File: src/rtl/omap_biu_pkg.sv
// rtl/omap_biu_pkg.sv - shared constants and state encoding for omap_biu
package omap_biu_pkg;
   localparam int AW_DEF   = 16;
   localparam int PACK_DEF = 8;
   // quan_merge byte lane within the merged-pixel input word
   localparam int QM_LSB   = 16;

   typedef enum logic [1:0] {
      ST_IDLE = 2'd0,
      ST_RUN  = 2'd1,
      ST_LAST = 2'd2,
      ST_DONE = 2'd3
   } state_t;
endpackage

File: src/rtl/omap_pack_reg.sv
// rtl/omap_pack_reg.sv - byte packer: gathers PACK bytes plus mask into one SRAM word
module omap_pack_reg
   import omap_biu_pkg::*;
#(
   parameter int PACK = PACK_DEF
) (
   input  logic              clk,
   input  logic              rst_n,
   input  logic              i_clr,
   input  logic              i_push,
   input  logic              i_last,
   input  logic [7:0]        i_byte,
   output logic              o_flush,
   output logic [8*PACK-1:0] o_data,
   output logic [PACK-1:0]   o_mask
);
   localparam int IW = $clog2(PACK);

   logic [8*PACK-1:0] r_data;
   logic [PACK-1:0]   r_mask;
   logic [IW-1:0]     r_cnt;
   logic              w_full;

   // o_data/o_mask already include the byte being pushed, so a flush hands over the complete word
   always_comb begin
      o_data = r_data;
      o_mask = r_mask;
      if (i_push) begin
         o_data[{r_cnt, 3'b000} +: 8] = i_byte;
         o_mask[r_cnt]                = 1'b1;
      end
   end

   assign w_full  = (r_cnt == IW'(PACK - 1));
   assign o_flush = i_push & (w_full | i_last);

   always_ff @(posedge clk or negedge rst_n) begin
      if (!rst_n) begin
         r_data <= '0;
         r_mask <= '0;
         r_cnt  <= '0;
      end else if (i_clr || o_flush) begin
         r_data <= '0;
         r_mask <= '0;
         r_cnt  <= '0;
      end else if (i_push) begin
         r_data <= o_data;
         r_mask <= o_mask;
         r_cnt  <= r_cnt + IW'(1);
      end
   end
endmodule

File: src/rtl/omap_biu.sv
// rtl/omap_biu.sv - output-map BIU: packs quan_merge bytes and writes them to the output-map SRAM
module omap_biu
   import omap_biu_pkg::*;
#(
   parameter int AW   = AW_DEF,
   parameter int PACK = PACK_DEF
) (
   input  logic              clk,
   input  logic              rst_n,
   input  logic              cfg_start,
   input  logic [AW-1:0]     cfg_base_addr,
   input  logic [15:0]       cfg_pix_num,
   input  logic [31:0]       map_merger2omap_biu_data,
   input  logic              map_merger2omap_biu_vld,
   output logic              map_merger2omap_biu_rdy,
   output logic              omap_sram_req,
   input  logic              omap_sram_gnt,
   output logic [AW-1:0]     omap_sram_addr,
   output logic [8*PACK-1:0] omap_sram_wdata,
   output logic [PACK-1:0]   omap_sram_wmask,
   output logic              omap_biu_busy,
   output logic              omap_biu_done
);
   state_t            r_state, w_state_nxt;
   logic [15:0]       r_pix_num, r_pix_cnt;
   logic [AW-1:0]     r_addr;
   logic              r_pend;
   logic [8*PACK-1:0] r_wdata;
   logic [PACK-1:0]   r_wmask;

   logic              w_start, w_acc, w_last, w_wr, w_flush;
   logic [8*PACK-1:0] w_pack_data;
   logic [PACK-1:0]   w_pack_mask;
   logic              w_unused;

   assign w_unused = ^{map_merger2omap_biu_data[31:QM_LSB+8], map_merger2omap_biu_data[QM_LSB-1:0]};

   assign w_start = (r_state == ST_IDLE) & cfg_start;
   assign w_wr    = r_pend & omap_sram_gnt;
   // a grant this cycle frees the pending slot, so a new word may complete alongside it
   assign map_merger2omap_biu_rdy = (r_state == ST_RUN) & (!r_pend | omap_sram_gnt);
   assign w_acc   = map_merger2omap_biu_vld & map_merger2omap_biu_rdy;
   assign w_last  = ((r_pix_cnt + 16'd1) == r_pix_num);

   omap_pack_reg #(.PACK(PACK)) u_pack (
      .clk     (clk),
      .rst_n   (rst_n),
      .i_clr   (w_start),
      .i_push  (w_acc),
      .i_last  (w_last),
      .i_byte  (map_merger2omap_biu_data[QM_LSB +: 8]),
      .o_flush (w_flush),
      .o_data  (w_pack_data),
      .o_mask  (w_pack_mask)
   );

   always_comb begin
      w_state_nxt = r_state;
      case (r_state)
         ST_IDLE: if (cfg_start) w_state_nxt = (cfg_pix_num == 16'd0) ? ST_DONE : ST_RUN;
         ST_RUN:  if (w_acc && w_last) w_state_nxt = ST_LAST;
         ST_LAST: if (w_wr) w_state_nxt = ST_DONE;
         ST_DONE: w_state_nxt = ST_IDLE;
         default: w_state_nxt = ST_IDLE;
      endcase
   end

   always_ff @(posedge clk or negedge rst_n) begin
      if (!rst_n) begin
         r_state   <= ST_IDLE;
         r_pix_num <= '0;
         r_pix_cnt <= '0;
         r_addr    <= '0;
         r_pend    <= 1'b0;
         r_wdata   <= '0;
         r_wmask   <= '0;
      end else begin
         r_state <= w_state_nxt;
         if (w_start) begin
            r_addr    <= cfg_base_addr;
            r_pix_num <= cfg_pix_num;
            r_pix_cnt <= '0;
         end else begin
            if (w_wr)  r_addr    <= r_addr + AW'(1);
            if (w_acc) r_pix_cnt <= r_pix_cnt + 16'd1;
         end
         if (w_flush) begin
            r_pend  <= 1'b1;
            r_wdata <= w_pack_data;
            r_wmask <= w_pack_mask;
         end else if (w_wr) begin
            r_pend  <= 1'b0;
         end
      end
   end

   assign omap_sram_req   = r_pend;
   assign omap_sram_addr  = r_addr;
   assign omap_sram_wdata = r_wdata;
   assign omap_sram_wmask = r_wmask;
   assign omap_biu_busy   = (r_state != ST_IDLE);
   assign omap_biu_done   = (r_state == ST_DONE);
endmodule

File: config.mk
export PLATFORM = sky130hd
export DESIGN_NAME = omap_biu
export DESIGN_NICKNAME = d
export VERILOG_FILES = /design/src/rtl/omap_biu_pkg.sv /design/src/rtl/omap_pack_reg.sv /design/src/rtl/omap_biu.sv
export SDC_FILE = /design/constraint.sdc
export NUM_CORES = 1
export LEC_CHECK = 0
export ABC_AREA = 0
export CAP_MARGIN = 10
export CORE_UTILIZATION = 40
export DETAILED_ROUTE_END_ITERATION = 12
export PLACE_DENSITY = 0.75
export SLEW_MARGIN = 20
export SYNTH_ARGS = -nofsm -noshare
export SYNTH_HDL_FRONTEND = slang
export SYNTH_SLANG_ARGS = --single-unit
File: constraint.sdc
create_clock -name clk -period 3.95 [get_ports clk]
set_clock_uncertainty 0.1 [all_clocks]
set_input_delay 0.79 -clock clk [delete_from_list [all_inputs] [get_ports clk]]
set_output_delay 0.79 -clock clk [all_outputs]
set_load 0.02 [all_outputs]
### Yosys cells after proc, flatten, opt, wreduce, memory -nomap -nowiden

Cells that the tools add are included.

* register bits: 198
* output and inout bits: 92
* bits of input ports: 69

* shift-type cells: 2
* bitwise gates (word level): 8
* muxes and demuxes: 22
* reductions and logical operators: 12
* $add $sub $neg: 4
* eq/ne operators: 8
* magnitude comparators: 2

Operators by type and width (number)
* $mux 64: 3
* $bwmux 64: 1
* $mux 16: 4
* $shift 8x8->64 const A: 1
* $shiftx 8x8->64: 1
* $add 16x1->16 const B: 2
* $mux 8: 3
* $eq 16x16->1: 1
* $logic_not 16->1: 1
* $reduce_bool 2->1: 5
* $mux 2: 4
* $neg 6->8: 1
* $or 8x8->8: 1
* $pmux 2 s4: 1
* $mux 3: 2
* $and 1x1->1: 5
* $eq 2x2->1 const B: 2
* $lt 3x4->1 const B: 1
* $ne 2x2->1 const B: 2
* $add 3x1->3 const B: 1
* $demux 1 s3: 1
* $eq 3x3->1 const B: 1
* $ge 3x1->1 const B: 1
* $mux 1: 3
* 8 further kinds: 10

### Longest topological paths before layout

Gate-level depths: netlist (run 1).

* depth in word-level cells: 8
* depth in mapped cells: 10
* depth with buffers taken out: 8

### Hierarchy

A second synthesis (run 1) with hierarchy kept.

* cell total of the unflattened synthesis: 890
* area, all modules: 9688.0 um2

Modules (own cells, without submodules)
* omap_biu: sequential area each 3078.0 um2, area an instance 5720.5 um2, cells an instance 504, times used 1
* omap_pack_reg: sequential area each 1876.8 um2, area an instance 3967.6 um2, cells an instance 386, times used 1

### Least setup slack after synthesis (run 1)

No wires, ideal clock.

* kind: input port to flip-flop
* start point: input omap_sram_gnt
* end point: register r_wdata[30], in the netlist omap_sram_wdata[30]
* arrival: 3247 ps
* path buffers: 2
* data required time: 3725 ps
* stages: 9
* setup time: 125 ps
* path slack: 478 ps
* cells stage by stage: nand2b_1 nand3_1 or4_1 a2111o_1 or4_1 buf_2 nand2_4 buf_4 mux2_2

* longest elaborated chain between the ends: 4

RTL lines
* start: declaration: RTL line omap_biu.sv:17 `input logic omap_sram_gnt,`
* $or 1x1->1 *: RTL line omap_biu.sv:41 `assign map_merger2omap_biu_rdy = (r_state == ST_RUN) & (!r_pend | omap_sram_gnt);`
* $and 1x1->1 *: RTL line omap_biu.sv:41
* $and 1x1->1 *: RTL line omap_biu.sv:42 `assign w_acc = map_merger2omap_biu_vld & map_merger2omap_biu_rdy;`
* $mux 64 / $and 1x1->1 (equally long branches): RTL line omap_pack_reg.sv:28, omap_pack_reg.sv:35
* end signal: assignment: RTL line omap_biu.sv:89 `r_wdata <= w_pack_data;`
* end: declaration: RTL line omap_biu.sv:28 `logic [8*PACK-1:0] r_wdata;`

Mark *: on every way between the ends. The rest lies on a longest branch, timed or not.
A chain may end at the register's enable or synchronous reset.

### Worst setup path in the final report (run 1)

* start point: input omap_sram_gnt
* end point: register r_state[0]

* longest elaborated chain between the ends: 6

RTL lines
* $or 1x1->1: RTL line omap_biu.sv:41
* $and 1x1->1: RTL line omap_biu.sv:41
* $and 1x1->1: RTL line omap_biu.sv:42
* $logic_and 1x1->1: RTL line omap_biu.sv:61 `ST_RUN: if (w_acc && w_last) w_state_nxt = ST_LAST;`
* $ne 2x1->1 (no source line)
* $reduce_and 3->1 (no source line) *
* end signal: assignment: RTL line omap_biu.sv:78 `r_state <= w_state_nxt;`
* end: declaration: RTL line omap_biu.sv:24 `state_t r_state, w_state_nxt;`

Marks and branches as above.

==> out/metrics.cfg, run 1 <==
[placement]
dp_slack_ns = -0.137
routabilityCongestion = 0.882
placed_cells = 1283
dpl-instance-area_sq_um = 11300
io_buffer_count = 136
dp.final_hpwl_microns = 16000

[sta]
hold_violations = 0
fin_tns_setup_ns = 0
setup_slack_ns = 0.317
max_freq_ghz = 0.275
drv_slew = 0
rsz0062_at_grt = no
tightest_slew_ns = 1.02
fin_crit_sh = 0.920
setup-violations-final = 0
period_needed_ns = 3.63
hold_ws_ns = 0.328
slew_headroom = 0.314

[power]
p_total_mw = 6.05
ir_worst_vdd_uv = 337
power_density_nw_per_um2 = 508
p_leak_nw = 5.31

[clock_tree]
cts-buffers-inserted = 17
cts_setup_buffers = 0
cts.path.max_buffers = 2
cts_resized = 0
cts_sinks = 198
cts_hold_buf = 0
clock_latency_ns = 0.44
clk_transition_reported_paths_ns = 0.08
cts_tree = done
htree_levels = 4
clockRootBuffer = clkbuf_16

[yosys]
synth.distinct_cells = 54
synthTopCellsByArea = dfrtp_1 (53%), mux2_2 (9.0%), a22o_1 (7.4%)
ys_ff_latch = 198
synth_top_family_by_area = compound AO/OA/AOI/OAI gates
synthAdderAreaFrac = 0.0186
synth.area.mux_share = 0.107
synth_most_common_cell = dfrtp_1
synthCells = 846
yosys_warnings = 0
synth.avg_cell_area_sq_um = 11.1
async_flop_share = 1.00
synth_xor_area_frac = 0.0428
synth_compound_gate_area_share = 0.150
yosys-top-cells-count = dfrtp_1 (198), nand2_1 (122), a22o_1 (80)
synth-simple-area-share = 0.122
synth_edf_count = 0
synth_top_area_share = 0.526
synth_top_area_cell = dfrtp_1
synthFlopType = dfrtp_1
synthesis.area_sq_um = 9420
syn_nets = 929
yosysSeqAreaShare = 0.526

[final_layout]
fillers = 2053
fin_nets = 1072
finalCoreUtilization = 0.521
drive_gt1_frac = 0.156
area_growth_pct = 26.4
antenna_cells = 0
stdcell_area_sq_um = 11900
fin_cells = 1315

[run_status]
status = complete, no violations

[grt]
grt_max_degree = 95
grt_overflow_total = 0
track_usage = 0.198
grt_pass1_wl_microns = 37700
grt_pass1_vias = 7121
grt_antenna_before_repair = 0

[route]
wl_per_cell_microns = 17.6
drtAntennaViolNets = 0
drc_errors = 0
wirelength_microns = 23100
num_vias = 7150
via_per_inst = 5.44
first_pass_iters = 5
drt_iter0_drc = 492

[setup_path]
crit_type = primary input to flip-flop
worst_setup_path_end_kind = flip-flop
worst-path-buf-inv = 2
slowest_stage = or4_1
path_cells = clkdlybuf4s50_1, nand2b_1, nand3_1, or4_1, a2111o_1, or4_1, buf_4, a221o_1, mux2i_1
crit_path_max_fanout = 6
cpMostUsedCell = or4_1
critPathTopFamily = simple AND/OR/NAND/NOR gates
critPathRequiredTime_ns = 4.17
crit_arrival_ns = 3.85
crit_path_max_incr_delay_ns = 0.58
crit_path_start_kind = primary input

[floorplanning]
rows = 55
dieArea_sq_um = 24200
num_io_pins = 161
core_area_sq_um = 22800
die_h_microns = 155
die_w_microns = 155
start_util = 0.412

[hold_path]
min_path_type = primary input to async pin

[flow_run]
drv_cap = 0

-- cell usage in the layout, fill, tap and decap left out, types with 6 or more instances in the layout --
cell type / instances
mux2_1: 6
and3_1: 6
a32o_1: 16
a22o_1: 80
nand2_1: 122
clkdlybuf4s50_1: 135
o21ai_0: 37
nor4_1: 8
mux2i_1: 10
nor3_1: 12
dfrtp_1: 198
clkbuf_16: 17
inv_1: 25
buf_4: 30
ha_1: 14
nor2_1: 38
mux2_2: 75
nand3_1: 18
xnor2_1: 25
a21oi_1: 9
xor2_1: 21
nand4_1: 10
nand2b_1: 6
-- logic make-up after synthesis --
family	after synthesis
adders and majority gates	14
buffers and inverters	72
AOI/OAI and AO/OA	178
DFF	198
muxes	91
and+or+nand+nor	247
xor gates and xnor gates	46
-- power by group --
part,switching (mW),leakage [nW],internal [mW]
Clock,0.888,0.304,0.924
Combinational,0.981,2.33,0.729
Sequential,0.247,2.67,2.28
Total,2.12,5.31,3.93
-- metal layers --
layer	global-route usage	part of all wire	routed length [microns]
met1	0.270	0.45	10500
met2	0.317	0.47	10900
met3	0.0379	0.056	1290
met4	0.0682	0.017	397
met5	0	0	0
-- path summary, 6_finish.rpt --
check | slack [ns] | to | cells past startpoint | start
max in group asynchronous | 2.54 | omap_sram_addr[1] | 2 | rst_n
min reg2reg | 0.39 | omap_sram_wdata[22] | 1 | omap_sram_wdata[22]
min | 0.33 | r_pix_cnt[0] | 1 | rst_n
min in group clk | 0.39 | omap_sram_wdata[22] | 1 | omap_sram_wdata[22]
max | 0.32 | r_state[0] | 9 | omap_sram_gnt
max reg2reg | 0.44 | u_pack.r_data[4] | 9 | r_pix_cnt[0]
-- cell type report --
type / instances / area [sq um] / share of cell area
Multi-Input combinational cell: 576 / 4160 / 0.349
Clock buffer: 17 / 425 / 0.0357
Sequential cell: 198 / 4950 / 0.416
Clock inverter: 15 / 196 / 0.0165
Inverter: 25 / 93.8 / 0.00788
Tap cell: 313 / 392 / 0.0329
Timing Repair Buffer: 171 / 1690 / 0.142
-- registers in the layout (all words and copies together) (netlist names) --
signal and flops:
u_pack.r_data 64, r_pix_num 16, u_pack.r_cnt 3, omap_sram_addr 16, omap_sram_wmask 8, omap_sram_req 1, u_pack.r_mask 8, omap_sram_wdata 64
r_pix_cnt 16, r_state 2
(Power assumes the default switching activity.)
==> run 2, diff against run 1 <==
- SLEW_MARGIN: 20 -> default
==> run 2 against run 1 <==
  * Cell count unchanged
  * Cell area about the same
  * Clock power about the same
  * Sequential share of layout area about the same
  * Register-to-register slack got worse by 0.10 ns
  * First-iteration DRC count increased by 13%
  * Non-clock buffer count unchanged
  * Utilization about the same
  * Largest power group unchanged
  * Highest routed layer unchanged
==> out/metrics.cfg, run 2 (same netlist as run 1, synthesis figures left out) <==
[run_status]
status = complete, no violations  ; unchanged

[setup_path]
worst_setup_path_end_kind = flip-flop  ; unchanged
cpMostUsedCell = or4_1  ; unchanged
crit_path_max_incr_delay_ns = 0.59  ; was 0.58 ns
crit_arrival_ns = 3.86  ; was 3.85 ns
crit_path_max_fanout = 6  ; unchanged
crit_path_start_kind = primary input  ; unchanged
critPathTopFamily = simple AND/OR/NAND/NOR gates  ; unchanged
critPathRequiredTime_ns = 4.17  ; about the same
path_cells = clkdlybuf4s50_1, nand2b_1, nand3_1, or4_1, a2111o_1, or4_1, buf_4, a221o_1, mux2i_1  ; unchanged
worst-path-buf-inv = 2  ; unchanged
crit_type = primary input to flip-flop  ; unchanged
slowest_stage = or4_1  ; unchanged

[placement]
dp.final_hpwl_microns = 16000  ; unchanged
dpl-instance-area_sq_um = 11300  ; unchanged
io_buffer_count = 136  ; unchanged
routabilityCongestion = 0.882  ; unchanged

[sta]
hold_violations = 0  ; unchanged
max_freq_ghz = 0.275  ; about the same
rsz0062_at_grt = no  ; unchanged
hold_ws_ns = 0.325  ; was 0.328 ns
period_needed_ns = 3.64  ; was 3.63 ns
slew_headroom = 0.216  ; was 0.314
fin_crit_sh = 0.922  ; was 0.920
tightest_slew_ns = 1.17  ; was 1.02 ns
drv_slew = 0  ; unchanged
setup-violations-final = 0  ; unchanged

[clock_tree]
cts.path.max_buffers = 2  ; unchanged
cts_setup_buffers = 0  ; unchanged
cts_tree = done  ; unchanged
clk_transition_reported_paths_ns = 0.08  ; about the same
cts_resized = 0  ; unchanged
clock_latency_ns = 0.44  ; about the same
clockRootBuffer = clkbuf_16  ; unchanged
htree_levels = 4  ; unchanged
cts_hold_buf = 0  ; unchanged
cts_sinks = 198  ; unchanged
cts-buffers-inserted = 17  ; unchanged

[grt]
grt_overflow_total = 0  ; unchanged
track_usage = 0.198  ; unchanged
grt_pass1_vias = 7121  ; unchanged
grt_pass1_wl_microns = 37700  ; unchanged
grt_max_degree = 95  ; unchanged
grt_antenna_before_repair = 0  ; unchanged

[final_layout]
drive_gt1_frac = 0.156  ; unchanged
final_cell_mix = dfrtp_1 (198), clkdlybuf4s50_1 (135), nand2_1 (122), a22o_1 (80), mux2_2 (75)  ; unchanged
layout_commonest_cell = dfrtp_1  ; unchanged
stdcell_area_sq_um = 11900  ; about the same
area_growth_pct = 26.3  ; was 26.4%
finalCoreUtilization = 0.521  ; about the same
fin_nets = 1072  ; unchanged
antenna_cells = 0  ; unchanged

[power]
netSwitchingPower_mw = 2.12  ; about the same
power_density_nw_per_um2 = 508  ; about the same
p_leak_nw = 5.30  ; was 5.31 nW
p_comb_frac = 0.282  ; was 0.283
p_clk_frac = 0.300  ; about the same
seq_power_share = 0.418  ; about the same
p_int_mw = 3.93  ; about the same
ir_worst_vdd_uv = 336  ; was 337 uV
switching_share = 0.350  ; about the same

[route]
wl_per_cell_microns = 17.6  ; about the same
drtAntennaViolNets = 0  ; unchanged
num_vias = 7164  ; was 7150
wirelength_microns = 23200  ; was 23100 microns
drt_iter0_drc = 555  ; was 492
drc_errors = 0  ; unchanged
via_per_inst = 5.45  ; was 5.44
first_pass_iters = 5  ; unchanged

[floorplanning]
rows = 55  ; unchanged
num_io_pins = 161  ; unchanged
die_h_microns = 155  ; unchanged
dieArea_sq_um = 24200  ; unchanged
start_util = 0.412  ; unchanged
core_area_sq_um = 22800  ; unchanged
die_w_microns = 155  ; unchanged

[flow_run]
drv_cap = 0  ; unchanged

[hold_path]
min_path_type = primary input to async pin  ; unchanged

==> run 2: cell counts in the layout (fill, tap and decap cells not counted) <==
No cell type changed its count.
==> run 2: worst reg2reg max path: cells and delay by family, from the launching register on <==
family                   cells  cell delay [ns]
AND/OR/NAND/NOR              4             1.65
multiplexers                 1             0.39
buffers and inverters        1             0.18
adder cells (fa/ha/maj)      1             0.25
AO/OA/AOI/OAI                2             0.52
flip-flops                   1             0.44
==> run 2: final timing paths <==
kind | depth (start not counted) | end | slack [ns] | startpoint
worst max register to register | 9 | u_pack.r_data[29] | 0.34 | r_pix_cnt[0]
worst max-delay path | 9 | r_state[0] | 0.31 | omap_sram_gnt
worst min-delay path | 1 | r_pix_cnt[0] | 0.32 | rst_n
min in group clk | 1 | omap_sram_wdata[22] | 0.39 | omap_sram_wdata[22]
worst min register to register | 1 | omap_sram_wdata[22] | 0.39 | omap_sram_wdata[22]
max in group asynchronous | 2 | omap_sram_addr[1] | 2.54 | rst_n
==> run 2: power by group through the flow <==
stage / sequential [mW] / combinational [mW] / clock [mW]
4_1_cts: 2.52 / 1.71 / 1.85
3_5_place_dp: 2.56 / 1.70 / 0
6_report: 2.53 / 1.71 / 1.81
2_1_floorplan: 2.60 / 1.00 / 0
3_3_place_gp: 2.55 / 1.66 / 0
5_1_grt: 2.56 / 1.87 / 1.94
==> run 2: layout make-up <==
| cell class | instances | area (sq um) |
|---|---|---|
| fill | 2054 | 10900 |
| clock inverter | 15 | 196 |
| sequential | 198 | 4950 |
| multi-input combinational | 576 | 4150 |
| timing repair buffer | 171 | 1690 |
| inverter | 25 | 93.8 |
| clock buffer | 17 | 425 |
| tap | 313 | 392 |
==> run 2: through the flow <==
step / setup slack, ns / std cells / setup TNS [ns] / total power [mW]
after detailed placement: -0.137 / 1283 / -12.35 / 4.26
after CTS: 0.309 / 1315 / 0 / 6.09
after floorplan: 0.478 / 846 / 0 / 3.60
after global placement: -0.109 / 1283 / -9.78 / 4.22
after global routing: 0.117 / 1315 / 0 / 6.36
final: 0.310 / 1315 / 0 / 6.05
==> run 2: metal layers <==
layer  routed length, microns  GRT usage  vias up
met5                        0          0        -
met4                      391     0.0682        0
met3                     1230     0.0379       27
met2                    11000      0.317      222
met1                    10600      0.270     3559
li1                         -          -     3356
